--- config.mk ---
export PLATFORM = sky130hd
export DESIGN_NAME = note_sequencer
export DESIGN_NICKNAME = d
export VERILOG_FILES = /design/src/rtl/note_sequencer.sv
export SDC_FILE = /design/constraint.sdc
export NUM_CORES = 1
export LEC_CHECK = 0
export ABC_AREA = 1
export CAP_MARGIN = 20
export CORE_MARGIN = 8
export CORE_UTILIZATION = 34
export DETAILED_ROUTE_END_ITERATION = 8
export SETUP_SLACK_MARGIN = 0.05
export SLEW_MARGIN = 20
export SYNTH_ARGS = -nofsm -noshare
export SYNTH_HDL_FRONTEND = slang
export SYNTH_SLANG_ARGS = --single-unit
--- constraint.sdc ---
create_clock -name clk -period 3.62 [get_ports clk]
set_clock_uncertainty 0.15 [all_clocks]
set_input_delay 0.543 -clock clk [delete_from_list [all_inputs] [get_ports clk]]
set_output_delay 0.543 -clock clk [all_outputs]
set_load 0.03 [all_outputs]
--- src/rtl/note_sequencer.sv ---
// Pattern step sequencer feeding the synth voice with trig and osc_count.
// Internal step state is registered once more into the outputs.
module note_sequencer #(
    parameter int STEPS    = 16,
    parameter int TICK_DIV = 1200
) (
    input  logic        clk,
    input  logic        rst,
    input  logic        run,
    input  logic [15:0] step_ticks,
    input  logic [15:0] gate_ticks,
    input  logic [3:0]  len,
    input  logic        wr_en,
    input  logic [3:0]  wr_addr,
    input  logic [8:0]  wr_data,
    output logic        trig,
    output logic [7:0]  osc_count,
    output logic [3:0]  step_idx,
    output logic        busy
);

    localparam int PW = (TICK_DIV > 1) ? $clog2(TICK_DIV) : 1;
    localparam logic [PW-1:0] PMAX = PW'(TICK_DIV - 1);

    localparam logic [0:0] IDLE = 1'b0;
    localparam logic [0:0] PLAY = 1'b1;

    logic [8:0]    mem [STEPS];
    logic [0:0]    state;
    logic [PW-1:0] pre;
    logic [15:0]   tcnt;
    logic [3:0]    cur_idx;
    logic [7:0]    cur_osc;
    logic          cur_rest;

    logic          tick;
    logic [15:0]   s_m1;
    logic [15:0]   gate_eff;
    logic [3:0]    nxt_idx;
    logic [3:0]    load_idx;
    logic [8:0]    ent;

    always_comb begin
        tick     = (pre == PMAX);
        s_m1     = (step_ticks == 16'd0) ? 16'd0 : step_ticks - 16'd1;
        gate_eff = (gate_ticks < s_m1) ? gate_ticks : s_m1;
        nxt_idx  = (cur_idx >= len) ? 4'd0 : cur_idx + 4'd1;
        load_idx = (state == IDLE) ? 4'd0 : nxt_idx;
        ent      = mem[load_idx];
    end

    always_ff @(posedge clk or negedge rst) begin
        if (!rst) begin
            for (int i = 0; i < STEPS; i++) mem[i] <= 9'h100;
        end else if (wr_en) begin
            mem[wr_addr] <= wr_data;
        end
    end

    always_ff @(posedge clk or negedge rst) begin
        if (!rst) begin
            state     <= IDLE;
            pre       <= '0;
            tcnt      <= 16'd0;
            cur_idx   <= 4'd0;
            cur_osc   <= 8'd0;
            cur_rest  <= 1'b1;
            trig      <= 1'b0;
            osc_count <= 8'd0;
            step_idx  <= 4'd0;
            busy      <= 1'b0;
        end else begin
            busy      <= (state == PLAY);
            step_idx  <= cur_idx;
            osc_count <= cur_osc;
            trig      <= (state == PLAY) && !cur_rest && (tcnt < gate_eff);

            unique case (state)
                IDLE: begin
                    if (run) begin
                        state    <= PLAY;
                        pre      <= '0;
                        tcnt     <= 16'd0;
                        cur_idx  <= load_idx;
                        cur_rest <= ent[8];
                        if (!ent[8]) cur_osc <= ent[7:0];
                    end
                end
                default: begin
                    if (!run) begin
                        state <= IDLE;
                    end else begin
                        pre <= tick ? '0 : pre + PW'(1);
                        // >= so a live shrink of step_ticks ends the step at once
                        if (tick && tcnt >= s_m1) begin
                            tcnt     <= 16'd0;
                            cur_idx  <= load_idx;
                            cur_rest <= ent[8];
                            if (!ent[8]) cur_osc <= ent[7:0];
                        end else if (tick) begin
                            tcnt <= tcnt + 16'd1;
                        end
                    end
                end
            endcase
        end
    end

endmodule

==> impl_results.md, run 1 <==
- M1 WL: approximately 14 mm
- Slowest stage delay, CP: about 250 ps
- First-pass GRT wire length: 47.2 mm
- Clk_lat worst skew: around 440 ps
- Avg Inst Size Synth: 8.12 um^2
- Worst path slowest cell: ha_4
- Multiplexer area fraction after synthesis: 0%
- Post-synthesis register bit count: 199
- Switch share: 32.0%
- Routed Wire Length: 29.6 mm
- Gr ovfl total: 0
- Dpl hpwl: 20.5 mm
- Fillers: 3035
- Share of cells above drive strength 1: between 10% and 20%
- Period Utilization, post-route: a little over nine tenths
- Combinational fraction of design power: around a quarter
- Longest Clk Path Bufs: 2
- Cell taking the most area after synthesis: dfrtp_1
- Number of cells in the finished layout apart from fillers: between 1500 and 2000
- Leading cell type in the layout, fill and taps excluded: nand2_1
- Vias per cell: ~5.0
- RR Startpoint: cur_idx[0]
- Post-Synthesis Cells: 1288
- Core footprint: 30400 um^2
- Synth cell types: between 40 and 50
- Initial Util: 34.4%
- WHS: -16.4 ps
- DP Cell Count: approximately 1800
- # diodes: 0
- Highest metal used: met4
- CP required: 3800 ps
- Initial antenna violation count: 0
- Finish-stage setup viols: 0
- Top cell type's share of synthesized area: 43.6%
- Crit path arrival time: ~3800 ps
- Failing checks: negative hold slack
- Final hold vios: 18
- EDFF count, synth: 0
- Clock buffer count from CTS: 17
- Clk pin slew, worst setup/hold paths: 70 ps
- CTS tree: yes
- Mapped Nets: about 1400
- Startpoint Class: primary input
- Crit-path most repeated cell: nand2_2
- H-tree levels: 4
- Finished layout cell area: 13100 um^2
- DIE WIDTH: 191 um
- Sequential power share: 45.0%
- Post-synth ARST share: 100%
- Status: finished with violations
- Pin count of the biggest net entering global routing: 80
- Worst R2R Path Depth: 16
- Met3 wire len: 1.52 mm
- Vias in the first global route: 8814
- WS Path Type: in -> reg
- Largest cells by area after synthesis: dfrtp_1 44%, o21ai_0 10%, nand2_1 9.7%
- Synth Warn #: 0
- Ports: 67
- Die Span Y: 191 um
- Area Overhead vs Synth: 25.0%
- DR WL met2: 13.5 mm
- Crit. End Element: flip-flop
- Wire per inst: roughly 16 um
- Setup TNS: 0 ps
- FP Rows: 64
- Number of DRC markers in iteration 0: roughly 640
- Root Driver: clkbuf_16
- Internal: 4430 uW
- Pre-Repair DR Iteration Count: 5
- Main synth FF type: dfrtp_1
- Register area share after synthesis: a little under half
- Clock Sinks: roughly 200
- Peak VDD IR: 0.296 mV
- Full die area: 36600 um^2
- Leak: 0.00608 uW
- P per Cell Area: around 500 nW/um^2
- RSZ-0062 raised after global routing: true
- Max frequency: 279 MHz
- Most frequent cells in the layout: 253 x nand2_1, 212 x o21ai_0, 182 x dfrtp_1, 109 x nor2_1, 99 x inv_1
- Multi-input gate area: 5060 um^2
- FF/Latch Area: 5000 um^2
- Switching power: 2080 uW
- GRT Util Overall: between 10% and 20%
- Final nets: 1523
- Mapped Area: 10500 um^2
- DRC: 0
- Power share of the clock group: 29.8%
- Maxcap violations: 0
- Normalized max-slew margin: 52.4%
- Type of the worst min-delay path: in -> async
- Synth Area in Simple Gates: about a fifth
- Port-buffer cells: 66
- Worst slew pin tran: ~710 ps
- Remaining antenna violation count: 0
- Largest family of logic cells by synthesized area: simple AND/OR/NAND/NOR gates
- Max-slew violation count: 0
- Vias: 9158
- Final Critical Period: 3580 ps
- Final Wtd Congestion: 0.834
- R2R Path End: cur_osc[5]
- XOR/XNOR Fraction of Synth Area: 1.01%
- Synth Area in Adders: 6.46%
- Critical path fanouts, max: 5
- Post-placement cell area: 12100 um^2
- Reg-to-reg setup timing slack: 250 ps
- Compound-Gate Fraction of Synth Area: 17.8%
==> metal layers <==
metal | GRT usage, % | vias to the layer above
li1 | - | 4574
met1 | 22.2 | 4314
met2 | 26.2 | 238
met3 | 2.77 | 32
met4 | 4.77 | 0
met5 | 0 | -
==> area by class of cell <==
cell class                 instances  share of cell area [%]
clock inverter                    13                    1.22
tap                              396                    3.79
inverter                         111                    3.19
multi-input combinational        920                    38.7
clock buffer                      19                    3.39
timing repair buffer             167                    11.4
sequential                       199                    38.3
==> stage by stage <==
stage          utilization, %  total power (uW)  setup slack (ps)
5_1_grt                  42.9              6900              -220
6_report                 42.9              6510              38.0
2_1_floorplan               -              3880              30.7
3_3_place_gp             39.6              4510              -793
4_1_cts                  42.4              6540              31.9
3_5_place_dp             39.6              4560              -881
==> registers in the layout, indices dropped and copies added, names as in the netlist <==
signal / flops
cur_osc: 8
pre: 11
cur_rest: 1
mem: 144
trig: 1
cur_idx: 4
osc_count: 8
tcnt: 16
state: 1
step_idx: 4
busy: 1
==> critical path: cells and delay by family <==
kind / cells / cell delay, ps
buffers and inverters: 7 / 650
adder cells (fa/ha/maj): 1 / 250
AO/OA/AOI/OAI: 1 / 100
AND/OR/NAND/NOR: 21 / 2050
XOR/XNOR: 1 / 150
==> logic make-up after synthesis <==
kind of cell	after synthesis
AOI/OAI and AO/OA	346
adders and majority gates	54
buffers and inverters	170
and+or+nand+nor	507
DFF	199
xor gates and xnor gates	12
==> cells in the mapped netlist (5+ instances only) <==
library cell  instances
xnor2_1               5
o221ai_1             18
buf_2                17
o211ai_1             10
dfstp_2              17
nand2_1             269
ha_1                 54
o21ai_0             218
inv_1               104
nand3_1              71
o21ai_1               7
nand4_1               9
xor2_1                7
dfrtp_1             182
nor2_1              118
a21oi_1              79
clkbuf_1             40
nor3_1               14
or2_2                 7
==> power by group through the flow <==
stage               Combinational (uW)  Clock [uW]  Sequential, uW
floorplan                          862           0            3020
global route                      1850        2070            2980
CTS                               1630        1990            2930
global placement                  1560           0            2950
detailed placement                1590           0            2970
finish                            1640        1940            2930
==> worst max-delay path by stage <==
| stage | start | end | slack, ps | cells past startpoint |
|---|---|---|---|---|
| after floorplan | step_ticks[2] | trig | 30 | 24 |
| after CTS | step_ticks[8] | cur_osc[2] | 30 | 26 |
| after global routing | step_ticks[1] | trig | -220 | 27 |
| final | step_ticks[3] | cur_osc[1] | 40 | 31 |
| after detailed placement | step_ticks[0] | cur_osc[5] | -880 | 28 |
| after global placement | step_ticks[2] | cur_osc[5] | -790 | 29 |
==> timing repair <==
item,CTS,global route
pin swaps,11,33
resized for setup,49,51
setup buffers,9,6
hold buffers,0,0
cloned,1,1
endpoints found under the setup margin,28,28
(Power assumes the default switching activity.)
==> run 2, diff against run 1 <==
--- a/config.mk
+++ b/config.mk
@@ -10,7 +10,7 @@
 export CORE_MARGIN = 8
 export CORE_UTILIZATION = 34
 export DETAILED_ROUTE_END_ITERATION = 8
-export SETUP_SLACK_MARGIN = 0.05
+export SETUP_SLACK_MARGIN = 0.3
 export SLEW_MARGIN = 20
 export SYNTH_ARGS = -nofsm -noshare
 export SYNTH_HDL_FRONTEND = slang
==> run 2 against run 1 <==
Against the previous run:
- the flow now finishes without violations
- worst hold slack gained 250 ps
- routed wire length is 0.34% higher
- utilization is 0.46 points higher
- setup slack improved by 47 ps
- cell count did not move
- die area unchanged
- sequential share of layout area down 0.41 points
- sequential power hardly changed
- maximum frequency up 1.3%
- non-clock buffer count down 2
- register-to-register slack better by 110 ps
- critical path type unchanged
- critical endpoint is now trig
- highest routed layer unchanged
==> impl_results.md, run 2 (synthesis results as in run 1) <==
- RSZ-0062 raised after global routing: true
- Maxcap violations: 0
- Leak: 0.00611 uW
- HP Start: cur_osc[1]
- Final Wtd Congestion: around 0.83
- Finish-stage setup viols: 0
- Pre-CTS WS: -841 ps
- Worst slew pin tran: 753 ps
- Pre-Repair DR Iteration Count: 5
- Vias per cell: 5.04
- RR Startpoint: cur_idx[0]
- Most frequent cells in the layout: 246 x nand2_1, 209 x o21ai_0, 182 x dfrtp_1, 111 x nor2_1, 94 x inv_1
- Number of DRC markers in iteration 0: 628
- Root Driver: clkbuf_16
- WS Path Type: in -> reg
- DP Cell Count: 1772
- Hold endpoint: osc_count[1]
- Vias: 9197
- DRC: 0
- Top flop regs: mem (144), tcnt (16), pre (11)
- Crit path arrival time: 3760 ps
- Clk pin slew, worst setup/hold paths: roughly 80 ps
- FP Rows: 64
- Final nets: 1523
- Hold Path Stages: 0
- Worst R2R Path Depth: 16
- Critical path fanouts, max: 9
- Max-slew violation count: 0
- Full die area: roughly 37000 um^2
- H-tree levels: 4
- Startpoint Class: primary input
- Clock buffer count from CTS: 17
- Fillers: 3054
- DIE WIDTH: ~190 um
- Max reg flops: 144
- # diodes: 0
- Pin count of the biggest net entering global routing: 73
- Clock Sinks: around 200
- Gr ovfl total: 0
- Die Span Y: 191 um
- Most flops, register: mem
- Initial antenna violation count: 0
- Initial Util: 34.4%
- Final Critical Period: 3530 ps
- Routed Wire Length: between 20 and 30 mm
- Setup TNS: 0 ps
- Status: finished clean
- Port-buffer cells: 66
- GRT Util Overall: 16.3%
- CTS tree: yes
- Vias in the first global route: 8963
- Remaining antenna violation count: 0
- Wire per inst: 16.3 um
- Normalized max-slew margin: 49.8%
- Number of cells in the finished layout apart from fillers: 1825
- CP required: 3840 ps
- Peak VDD IR: 0.330 mV
- Longest Clk Path Bufs: 2
- Core footprint: 30400 um^2
- Max frequency: 283 MHz
- Reg-to-reg setup timing slack: 360 ps
- First-pass GRT wire length: 47.5 mm
- Ports: 67
- Period Utilization, post-route: 97.6%
- Clk_lat worst skew: 450 ps
- Post-route worst setup slack: 85.2 ps
- Dpl hpwl: around 20 mm
- Share of cells above drive strength 1: 18.0%
- Type of the worst min-delay path: reg -> reg
- Final hold vios: 0
- Area Overhead vs Synth: 26.3%
- Crit. End Element: flip-flop
- Leading cell type in the layout, fill and taps excluded: nand2_1
- P per Cell Area: between 400 and 500 nW/um^2
- R2R Path End: cur_osc[3]
run 2: cell types whose count changed in the layout (fill, tap and decap cells not counted), sizes merged:
cell / change
dlymetal6s2s: -1
clkdlybuf4s50: -3
dlygate4sd2: +3
buf: +1
nand2: +2
clkbuf: -5
dlygate4sd3: +1
inv: +2
bufinv: -1
clkinv: +1
run 2: cell type report:
type | count | area [um^2] | area share (%)
inverter | 111 | 419 | 3.17
sequential | 199 | 5000 | 37.9
clock inverter | 15 | 159 | 1.20
tap | 396 | 495 | 3.75
multi-input combinational | 922 | 5210 | 39.4
clock buffer | 17 | 425 | 3.22
timing repair buffer | 165 | 1500 | 11.3
run 2: metal layers:
layer	vias up	part of all wire [%]	track usage (%)
met1	4374	46	21.6
li1	4577	-	-
met3	36	5.1	2.65
met2	210	47	26.8
met4	0	1.9	5.30
met5	-	0	0
run 2: metrics by stage:
step | total power (uW) | cell area [um^2] | hold slack [ps] | util (%)
floorplan | 3890 | 10500 | 97.4 | -
global placement | 4510 | 12100 | 213 | 39.8
detailed placement | 4550 | 12100 | 212 | 39.8
CTS | 6510 | 12900 | 236 | 42.5
global route | 6880 | 13200 | 243 | 43.4
finish | 6490 | 13200 | 233 | 43.4
run 2: power breakdown:
group	internal, uW	switching [uW]
combinational	651	1010
sequential	2720	223
clock	979	917
run 2: worst max path at each step:
stage,endpoint,slack (ps),startpoint,cells after the start
2_1_floorplan,trig,60,step_ticks[2],24
3_3_place_gp,trig,-690,step_ticks[2],25
3_5_place_dp,trig,-840,step_ticks[2],25
4_1_cts,trig,80,step_ticks[1],26
5_1_grt,trig,-30,step_ticks[15],26
6_report,trig,90,step_ticks[15],21
run 2: critical path, cell delays in order:
cell,delay (ps)
clkdlybuf4s50_1,440
nor2_1,100
nand2_1,90
nor2_1,160
nand2_2,100
buf_6,150
nand3_1,130
ha_1,280
a21oi_2,140
o21a_1,150
o221a_4,250
nand2_8,80
buf_6,120
nand2_1,40
o21ai_1,60
ha_1,320
nand2_2,90
nor2_1,60
a211oi_2,210
nand2_1,90
a21oi_1,140
run 2: what timing repair did:
action | 4_1_cts | 5_1_grt
hold endpoints to repair | 56 | 0
resized for setup | 69 | 67
buffers inserted | 12 | 5
pin swaps | 37 | 46
hold buffers | 1 | 0
endpoints found under the setup margin | 30 | 30
gates cloned | 2 | 1
